$ cat src/rtl/lcd_spi_stream_master.sv
// rtl/lcd_spi_stream_master.sv - buffered SPI mode-0 word master with panel reset sequencer
// Optional receive path: define LCD_SPI_READBACK_EN to add o_rx_data/o_rx_valid.
module lcd_spi_stream_master #(
    parameter int DATA_W       = 8,
    parameter int CLK_DIV      = 2,
    parameter int FIFO_DEPTH   = 16,
    parameter int RST_LOW_CYC  = 1000,
    parameter int RST_WAIT_CYC = 5000
) (
    input  logic              clk,
    input  logic              rst,
    input  logic              i_valid,
    input  logic [DATA_W-1:0] i_data,
    input  logic              i_dc,
    input  logic              i_last,
    output logic              o_ready,
    input  logic              i_hw_rst_req,
    output logic              o_hw_rst_done,
    output logic              o_word_done,
    output logic              o_busy,
    input  logic              miso,
    output logic              sclk,
    output logic              mosi,
    output logic              cs,
    output logic              dc,
    output logic              o_lcd_reset
`ifdef LCD_SPI_READBACK_EN
    ,
    output logic [DATA_W-1:0] o_rx_data,
    output logic              o_rx_valid
`endif
);

    localparam int W_W     = DATA_W + 2;
    localparam int AW      = $clog2(FIFO_DEPTH);
    localparam int CW      = AW + 1;
    localparam int PH_W    = $clog2(2 * CLK_DIV);
    localparam int BI_W    = $clog2(DATA_W);
    localparam int RST_MAX = (RST_LOW_CYC > RST_WAIT_CYC) ? RST_LOW_CYC : RST_WAIT_CYC;
    localparam int RC_W    = (RST_MAX > 1) ? $clog2(RST_MAX) : 1;

    localparam logic [PH_W-1:0] PH_EDGE_LAST = PH_W'(CLK_DIV - 1);
    localparam logic [PH_W-1:0] PH_RISE      = PH_W'(CLK_DIV);
    localparam logic [PH_W-1:0] PH_LAST      = PH_W'(2 * CLK_DIV - 1);
    localparam logic [BI_W-1:0] BIT_MSB      = BI_W'(DATA_W - 1);
    localparam logic [RC_W-1:0] RC_LOW_LAST  = RC_W'(RST_LOW_CYC - 1);
    localparam logic [RC_W-1:0] RC_WAIT_LAST = RC_W'(RST_WAIT_CYC - 1);

    typedef enum logic [2:0] {IDLE, CS_SETUP, SHIFT, CS_HOLD, RST_LOW, RST_WAIT} state_t;

    // Input FIFO: entries are {last, dc, data}
    logic [W_W-1:0]    mem [FIFO_DEPTH];
    logic [AW-1:0]     wr_ptr, rd_ptr;
    logic [CW-1:0]     count;
    logic              full, empty, push, pop;
    logic [W_W-1:0]    head;
    logic              head_last, head_dc;
    logic [DATA_W-1:0] head_data;

    assign full      = (count == CW'(FIFO_DEPTH));
    assign empty     = (count == '0);
    assign o_ready   = !full;
    assign push      = i_valid && !full;
    assign head      = mem[rd_ptr];
    assign head_last = head[W_W-1];
    assign head_dc   = head[W_W-2];
    assign head_data = head[DATA_W-1:0];

    always_ff @(posedge clk) begin
        if (push) mem[wr_ptr] <= {i_last, i_dc, i_data};
    end

    always_ff @(posedge clk or posedge rst) begin
        if (rst) begin
            wr_ptr <= '0;
            rd_ptr <= '0;
            count  <= '0;
        end else begin
            if (push) wr_ptr <= wr_ptr + AW'(1);
            if (pop)  rd_ptr <= rd_ptr + AW'(1);
            count <= count + CW'(push) - CW'(pop);
        end
    end

    state_t            state, state_n;
    logic [PH_W-1:0]   ph, ph_n, ph_inc;
    logic [BI_W-1:0]   bit_idx, bit_n;
    logic [DATA_W-1:0] shreg, sh_n;
    logic              cur_last, last_n;
    logic [RC_W-1:0]   rst_cnt, rc_n;
    logic              rst_pend, take_rst;
    logic              cs_q, sclk_q, mosi_q, dc_q, lcd_rst_q, word_done_q, hw_done_q;
    logic              cs_n, sclk_n, mosi_n, dc_n, lrst_n, wd_n, hd_n;
    logic              sample, word_end;

    assign ph_inc = ph + PH_W'(1);

    // Pin values are computed for the next cycle so every pin comes straight from a flop.
    always_comb begin
        state_n  = state;
        ph_n     = ph;
        bit_n    = bit_idx;
        sh_n     = shreg;
        last_n   = cur_last;
        rc_n     = rst_cnt;
        cs_n     = cs_q;
        sclk_n   = sclk_q;
        mosi_n   = mosi_q;
        dc_n     = dc_q;
        lrst_n   = lcd_rst_q;
        wd_n     = 1'b0;
        hd_n     = 1'b0;
        pop      = 1'b0;
        take_rst = 1'b0;
        sample   = 1'b0;
        word_end = 1'b0;
        case (state)
            IDLE: begin
                if (rst_pend) begin
                    state_n  = RST_LOW;
                    rc_n     = '0;
                    lrst_n   = 1'b0;
                    take_rst = 1'b1;
                end else if (!empty) begin
                    pop     = 1'b1;
                    state_n = CS_SETUP;
                    ph_n    = '0;
                    cs_n    = 1'b0;
                    sclk_n  = 1'b0;
                    dc_n    = head_dc;
                    sh_n    = head_data;
                    last_n  = head_last;
                    bit_n   = BIT_MSB;
                    mosi_n  = head_data[DATA_W-1];
                end
            end
            CS_SETUP: begin
                if (ph == PH_EDGE_LAST) begin
                    state_n = SHIFT;
                    ph_n    = '0;
                end else begin
                    ph_n = ph_inc;
                end
            end
            SHIFT: begin
                sample = (ph == PH_RISE);
                if (ph == PH_LAST) begin
                    sclk_n = 1'b0;
                    ph_n   = '0;
                    if (bit_idx == '0) begin
                        wd_n     = 1'b1;
                        word_end = 1'b1;
                        // Chain the next word without releasing CS when the burst continues
                        if (!cur_last && !empty) begin
                            pop    = 1'b1;
                            dc_n   = head_dc;
                            sh_n   = head_data;
                            last_n = head_last;
                            bit_n  = BIT_MSB;
                            mosi_n = head_data[DATA_W-1];
                        end else begin
                            state_n = CS_HOLD;
                        end
                    end else begin
                        bit_n  = bit_idx - BI_W'(1);
                        sh_n   = {shreg[DATA_W-2:0], 1'b0};
                        mosi_n = shreg[DATA_W-2];
                    end
                end else begin
                    ph_n   = ph_inc;
                    sclk_n = (ph_inc >= PH_RISE);
                end
            end
            CS_HOLD: begin
                if (ph == PH_EDGE_LAST) begin
                    state_n = IDLE;
                    cs_n    = 1'b1;
                    mosi_n  = 1'b0;
                end else begin
                    ph_n = ph_inc;
                end
            end
            RST_LOW: begin
                if (rst_cnt == RC_LOW_LAST) begin
                    state_n = RST_WAIT;
                    rc_n    = '0;
                    lrst_n  = 1'b1;
                end else begin
                    rc_n = rst_cnt + RC_W'(1);
                end
            end
            RST_WAIT: begin
                if (rst_cnt == RC_WAIT_LAST) begin
                    state_n = IDLE;
                    hd_n    = 1'b1;
                end else begin
                    rc_n = rst_cnt + RC_W'(1);
                end
            end
            default: state_n = IDLE;
        endcase
    end

    always_ff @(posedge clk or posedge rst) begin
        if (rst) begin
            state       <= IDLE;
            ph          <= '0;
            bit_idx     <= '0;
            shreg       <= '0;
            cur_last    <= 1'b0;
            rst_cnt     <= '0;
            rst_pend    <= 1'b0;
            cs_q        <= 1'b1;
            sclk_q      <= 1'b0;
            mosi_q      <= 1'b0;
            dc_q        <= 1'b0;
            lcd_rst_q   <= 1'b1;
            word_done_q <= 1'b0;
            hw_done_q   <= 1'b0;
        end else begin
            state       <= state_n;
            ph          <= ph_n;
            bit_idx     <= bit_n;
            shreg       <= sh_n;
            cur_last    <= last_n;
            rst_cnt     <= rc_n;
            cs_q        <= cs_n;
            sclk_q      <= sclk_n;
            mosi_q      <= mosi_n;
            dc_q        <= dc_n;
            lcd_rst_q   <= lrst_n;
            word_done_q <= wd_n;
            hw_done_q   <= hd_n;
            // Requests arriving while the sequence runs are deliberately dropped
            if (take_rst)
                rst_pend <= 1'b0;
            else if (i_hw_rst_req && state != RST_LOW && state != RST_WAIT)
                rst_pend <= 1'b1;
        end
    end

    assign cs            = cs_q;
    assign sclk          = sclk_q;
    assign mosi          = mosi_q;
    assign dc            = dc_q;
    assign o_lcd_reset   = lcd_rst_q;
    assign o_word_done   = word_done_q;
    assign o_hw_rst_done = hw_done_q;
    assign o_busy        = (state != IDLE) || !empty;

`ifdef LCD_SPI_READBACK_EN
    logic [DATA_W-1:0] rx_sh;

    always_ff @(posedge clk or posedge rst) begin
        if (rst) begin
            rx_sh      <= '0;
            o_rx_data  <= '0;
            o_rx_valid <= 1'b0;
        end else begin
            if (sample) rx_sh <= {rx_sh[DATA_W-2:0], miso};
            o_rx_valid <= word_end;
            if (word_end) o_rx_data <= rx_sh;
        end
    end

    logic unused_ok;
    assign unused_ok = shreg[DATA_W-1];
`else
    logic unused_ok;
    assign unused_ok = ^{miso, sample, word_end, shreg[DATA_W-1]};
`endif

endmodule
$ cat config.mk
export PLATFORM = sky130hd
export DESIGN_NAME = lcd_spi_stream_master
export DESIGN_NICKNAME = d
export VERILOG_FILES = /design/src/rtl/lcd_spi_stream_master.sv
export SDC_FILE = /design/constraint.sdc
export NUM_CORES = 1
export LEC_CHECK = 0
export CAP_MARGIN = 20
export CORE_UTILIZATION = 61
export DETAILED_ROUTE_END_ITERATION = 10
export PLACE_DENSITY = 0.91
export SKIP_CTS_REPAIR_TIMING = 1
export SYNTH_ARGS = -nofsm -noshare
export SYNTH_HDL_FRONTEND = slang
export SYNTH_SLANG_ARGS = --single-unit
export TNS_END_PERCENT = 100
$ cat constraint.sdc
create_clock -name clk -period 3.8 [get_ports clk]
set_input_delay 0.57 -clock clk [delete_from_list [all_inputs] [get_ports clk]]
set_output_delay 0.57 -clock clk [all_outputs]
set_load 0.01 [all_outputs]
## Yosys cells after proc, flatten, opt, wreduce, memory -nomap -nowiden

Memory sizes are Yosys's and may differ from the RTL's.
Cells that the tools add are included.

- Eq/ne operators: 27
- $add $sub $neg: 7
- Multiplexer cells: 77
- $lt $le $gt $ge: 1
- Reduce and logical (&&, ||, !) cells: 28

Operators with widths:

| kind | count |
|---|---|
| $mux W3 | 14 |
| $mux W13 | 3 |
| $pmux W13 S3 | 1 |
| $mux W1 | 38 |
| $mux W7 | 5 |
| $ne A2 B2 Y1 const B | 13 |
| $pmux W3 S6 | 1 |
| $pmux W7 S2 | 1 |
| $add A13 B1 Y13 const B | 1 |
| $eq A13 B10 Y1 const B | 1 |
| $eq A13 B13 Y1 const B | 1 |
| $ne A3 B3 Y1 const B | 4 |
| $pmux W1 S2 | 6 |
| $reduce_and A6 Y1 | 2 |
| $mux W2 | 5 |
| $reduce_and A3 Y1 | 3 |
| $reduce_bool A3 Y1 | 3 |
| $add A4 B1 Y4 const B | 2 |
| $pmux W2 S4 | 1 |
| $reduce_and A4 Y1 | 2 |
| $reduce_and A8 Y1 | 1 |
| $reduce_bool A2 Y1 | 4 |
| $eq A3 B2 Y1 const B | 2 |
| $eq A3 B3 Y1 const B | 2 |
| other kinds (18) | 24 |

- RAM bits: 160
- Input port bits: 15
- Bits in registers: 50
- Memories kept: 1

Memory list:

| memory | words | width | read ports | clocked after Yosys merged registers in | wr ports | line | source |
|---|---|---|---|---|---|---|---|
| mem | 16 | 10 | 1 | 0 | 1 | 52 | `logic [W_W-1:0] mem [FIFO_DEPTH];` |

## Longest topological paths before layout

- Word-level depth: 8
- Gate-level depth with buffers: 15
- Gate-level depth less buffers: 15

## Worst setup path after synthesis

Ideal clock, no wire load.

- Path kind: register -> register
- Start: register count[3]
- End: register count[4]
- Cell stages (with the launch flop): 16
- Setup time: 123 ps
- Setup slack: 857 ps
- Required time: 3677 ps
- Clock period less this slack: 2943 ps
- Arrival time: 2820 ps
- Path through: dfrtp_1 > inv_1 > ha_1 > nor4b_2 > o211ai_1 > and3_1 > nand2_1 > inv_1 > ha_1 > inv_1 > ha_1 > fa_1 > a21oi_1 > nor2_1 > nor2_1 > xnor2_1

- Cells in the longest elaborated chain, start to end: 8

RTL lines:

| item | line | source |
|---|---|---|
| from (decl) | 54 | `logic [CW-1:0] count;` |
| from (signal assigned) | 81 | `count <= count + CW'(push) - CW'(pop);` |
| $logic_not A5 Y1 (*) | 61 | `assign empty = (count == '0);` |
| $logic_not A1 Y1 | 154 | `if (!cur_last && !empty) begin` |
| $logic_and A1 B1 Y1 | 154 |  |
| $mux W1 | 154 |  |
| $mux W1 | 150 | `if (bit_idx == '0) begin` |
| $mux W1 | 147 | `if (ph == PH_LAST) begin` |
| $pmux W1 S2 (*) | 117 | `case (state)` |
| named net pop | 55 | `logic full, empty, push, pop;` |
| $sub A5 B1 Y5 (*) | 81 |  |

Mark *: on every way through the listed nets, which the timed path passes. The rest lies on a longest branch.
A chain may end at the register's enable or synchronous reset.

## Worst setup path after layout

Ends and elaborated chain as after synthesis.

==> flow_metrics.py <==
metrics = {
    "yosys": {
        "synth_adder_area_share_pct": 2.59,
        "synth_compound_area_share_pct": 7.72,
        "synthMuxAreaShare_pct": 10.5,
        "synth_edf_count": 160,
        "synthDistinctLibCells": 59,
        "ys_seq_area_share_pct": 67.5,
        "syn-num-nets": 640,
        "synthArstFlopShare_pct": 23.8,
        "ys_ff_latch": 210,
        "synth-xor-area-share_pct": 1.17,
        "synthesis.instances": 607,
        "synth_top_family_by_area": "multiplexers",
        "yosysWarnings": 0,
        "ys.flop_type": "edfxtp_1",
        "synth_simple_gate_area_share_pct": 8.02,
        "synth.avg_cell_area_sq_um": 14.8,
        "netlist_area_sq_mm": 0.00898,
    },
    "detailed_routing": {
        "dr.pass1.iters": 6,
        "wl_per_cell_um": 23.6,
        "drtIter0Drc": 514,
        "drc": 0,
        "vias_per_cell": 6.58,
        "vias": 5555,
        "detail-route-antenna-nets": 0,
        "finalWirelength_um": 19900,
    },
    "sta": {
        "slew_headroom_pct": 42.7,
        "setup_violations": 0,
        "rsz0062_at_grt": "false",
        "worst_pin_slew_ns": 0.857,
        "fin_tns_setup_ns": 0,
        "finClkSkew_ns": 0.0130,
        "drv_slew": 0,
        "fin_hold_ws_ns": 0.480,
        "layout_min_cycle_time_ns": 3.37,
        "hold_viol_final": 0,
        "period_share_pct": 88.6,
        "fmax_mhz": 297,
    },
    "grt": {
        "grt_pass1_wl_um": 30900,
        "track_usage_pct": 28.0,
        "antenna_found_initial": 0,
        "grt_pass1_vias": 5792,
        "grt_overflow_total": 0,
        "grt_max_degree": 31,
    },
    "pwr": {
        "p_int_mw": 5.02,
        "clockPowerShare_pct": 30.0,
        "power_leakage_nw": 3.63,
        "p_per_area_mw_per_mm2": 713,
        "ir_drop_uv": 494,
        "comb_power_share_pct": 26.2,
        "p_seq_share_pct": 43.8,
        "power_switching_share_pct": 30.9,
        "switchingPower_mw": 2.25,
    },
    "placed_design": {
        "gp_congestion": 0.898,
        "io_buffers": 22,
        "dp_hpwl_um": 12500,
    },
    "worst_setup_path": {
        "worstReg2RegStart": "count[3]",
        "criticalPathCategory": "reg -> reg",
        "cp.required_ns": 4.22,
        "path_max_fanout": 7,
        "startpoint_type": "register",
        "cp.arrival_ns": 3.78,
        "cp-end-kind": "register",
        "crit_path_start": "count[3]",
    },
    "die": {
        "rows": 43,
        "core_area_sq_mm": 0.0141,
        "die_h_um": 123,
        "initial_core_util_pct": 63.7,
        "io_pins": 24,
        "design.die.area_sq_mm": 0.0152,
        "die_w_um": 123,
    },
    "hold_path": {
        "hp-start": "sclk",
        "hold_class": "reg -> reg",
    },
    "cells_and_area": {
        "drive_above_1_share_pct": 14.6,
        "final_common_cell": "edfxtp_1",
        "antenna_cells": 0,
        "layout.nets": 682,
        "mostFrequentLayoutCells": "edfxtp_1, mux2i_1, dfrtp_1",
        "syn2layout_area_growth_pct": 13.6,
    },
    "cts": {
        "cts_tree": "yes",
        "cts_buffers": 21,
        "root_buffer": "clkbuf_16",
        "clk_latency_ns": 0.50,
        "cts_max_level": 1,
        "clkSlewWorstSetupHoldPaths_ns": 0.06,
        "clockBufferDepth": 3,
        "cts.sinks": 210,
    },
    "flow_run": {
        "drv_cap": 0,
    },
    "status": {
        "status": "completed",
    },
}
==> stage by stage <==
| step | power (mW) | setup WS, ns | instances | instance area (sq um) | utilization, % |
|---|---|---|---|---|---|
| floorplan | 4.48 | 0.857 | 607 | 8980 | - |
| global placement | 4.92 | 0.595 | 806 | 9470 | 67.2 |
| detailed placement | 5.09 | 0.482 | 806 | 9470 | 67.2 |
| CTS | 7.28 | 0.435 | 844 | 10200 | 72.4 |
| global route | 7.57 | 0.248 | 844 | 10200 | 72.4 |
| finish | 7.27 | 0.434 | 844 | 10200 | 72.4 |
==> worst max-delay path: stages (launching register included) <==
cell,delay (ns)
dfrtp_1,0.40
inv_1,0.10
ha_1,0.17
nor4b_2,0.59
o22ai_1,0.23
and3_1,0.24
nand2_1,0.10
inv_1,0.06
ha_1,0.29
inv_1,0.05
ha_1,0.21
fa_1,0.41
a21oi_1,0.16
nor2_1,0.06
nor2_1,0.12
xnor2_1,0.13
==> power by group through the flow <==
stage | Clock (mW) | Combinational (mW) | Sequential (mW)
5_1_grt | 2.28 | 2.05 | 3.24
4_1_cts | 2.20 | 1.90 | 3.19
3_5_place_dp | 0 | 1.86 | 3.23
3_3_place_gp | 0 | 1.73 | 3.19
6_report | 2.18 | 1.90 | 3.19
2_1_floorplan | 0 | 1.45 | 3.03
==> metal layers <==
layer	track usage [%]	wire length, um
met1	34.6	7300
met4	14.6	986
met2	47.7	10100
met5	0	0
met3	4.47	1540
==> flip-flops by register name (all words and copies together), names as in the netlist <==
signal / flops
mem: 160
rst_cnt: 13
shreg: 7
count: 5
rd_ptr: 4
wr_ptr: 4
bit_idx: 3
state: 3
ph: 2
cs: 1
cur_last: 1
dc: 1
mosi: 1
o_hw_rst_done: 1
o_lcd_reset: 1
o_word_done: 1
rst_pend: 1
sclk: 1
==> final cells by class <==
class,count,area [sq um]
inverter,23,86.3
fill,834,3890
clock buffer,27,568
sequential,210,6060
clock inverter,11,161
tap,180,225
timing repair buffer,47,408
multi-input combinational,346,2690
==> synth_stat cells (13+ instances only) <==
| library cell | n | area share (%) |
|---|---|---|
| a21oi_1 | 13 | 0.72 |
| a22oi_1 | 28 | 2.3 |
| dfrtp_1 | 48 | 13 |
| edfxtp_1 | 160 | 53 |
| ha_1 | 17 | 2.4 |
| inv_1 | 23 | 0.96 |
| mux2i_1 | 49 | 5.5 |
| mux4_2 | 17 | 4.3 |
| nand2_1 | 33 | 1.4 |
| nor2_1 | 40 | 1.7 |
| o21ai_0 | 19 | 1.1 |
==> final timing paths <==
| kind | to | slack, ns | cells after the start |
|---|---|---|---|
| setup reg to reg | count[4] | 0.43 | 15 |
| max in group asynchronous | cur_last | 2.52 | 3 |
| hold reg to reg | sclk | 0.48 | 1 |
| setup / recovery | count[4] | 0.43 | 15 |
| hold / removal | sclk | 0.48 | 1 |
| min in group asynchronous | rst_cnt[10] | 0.50 | 2 |
==> logic make-up (layout without fill, tap and decap cells) <==
| group | Yosys count | after routing |
|---|---|---|
| AND/OR/NAND/NOR | 141 | 141 |
| flip-flops | 210 | 210 |
| adder cells (fa/ha/maj) | 18 | 18 |
| AO/OA/AOI/OAI | 103 | 103 |
| XOR/XNOR | 12 | 12 |
| multiplexers | 72 | 72 |
| buffers and inverters | 51 | 108 |
No activity file was read; power rests on OpenSTA's default activity.
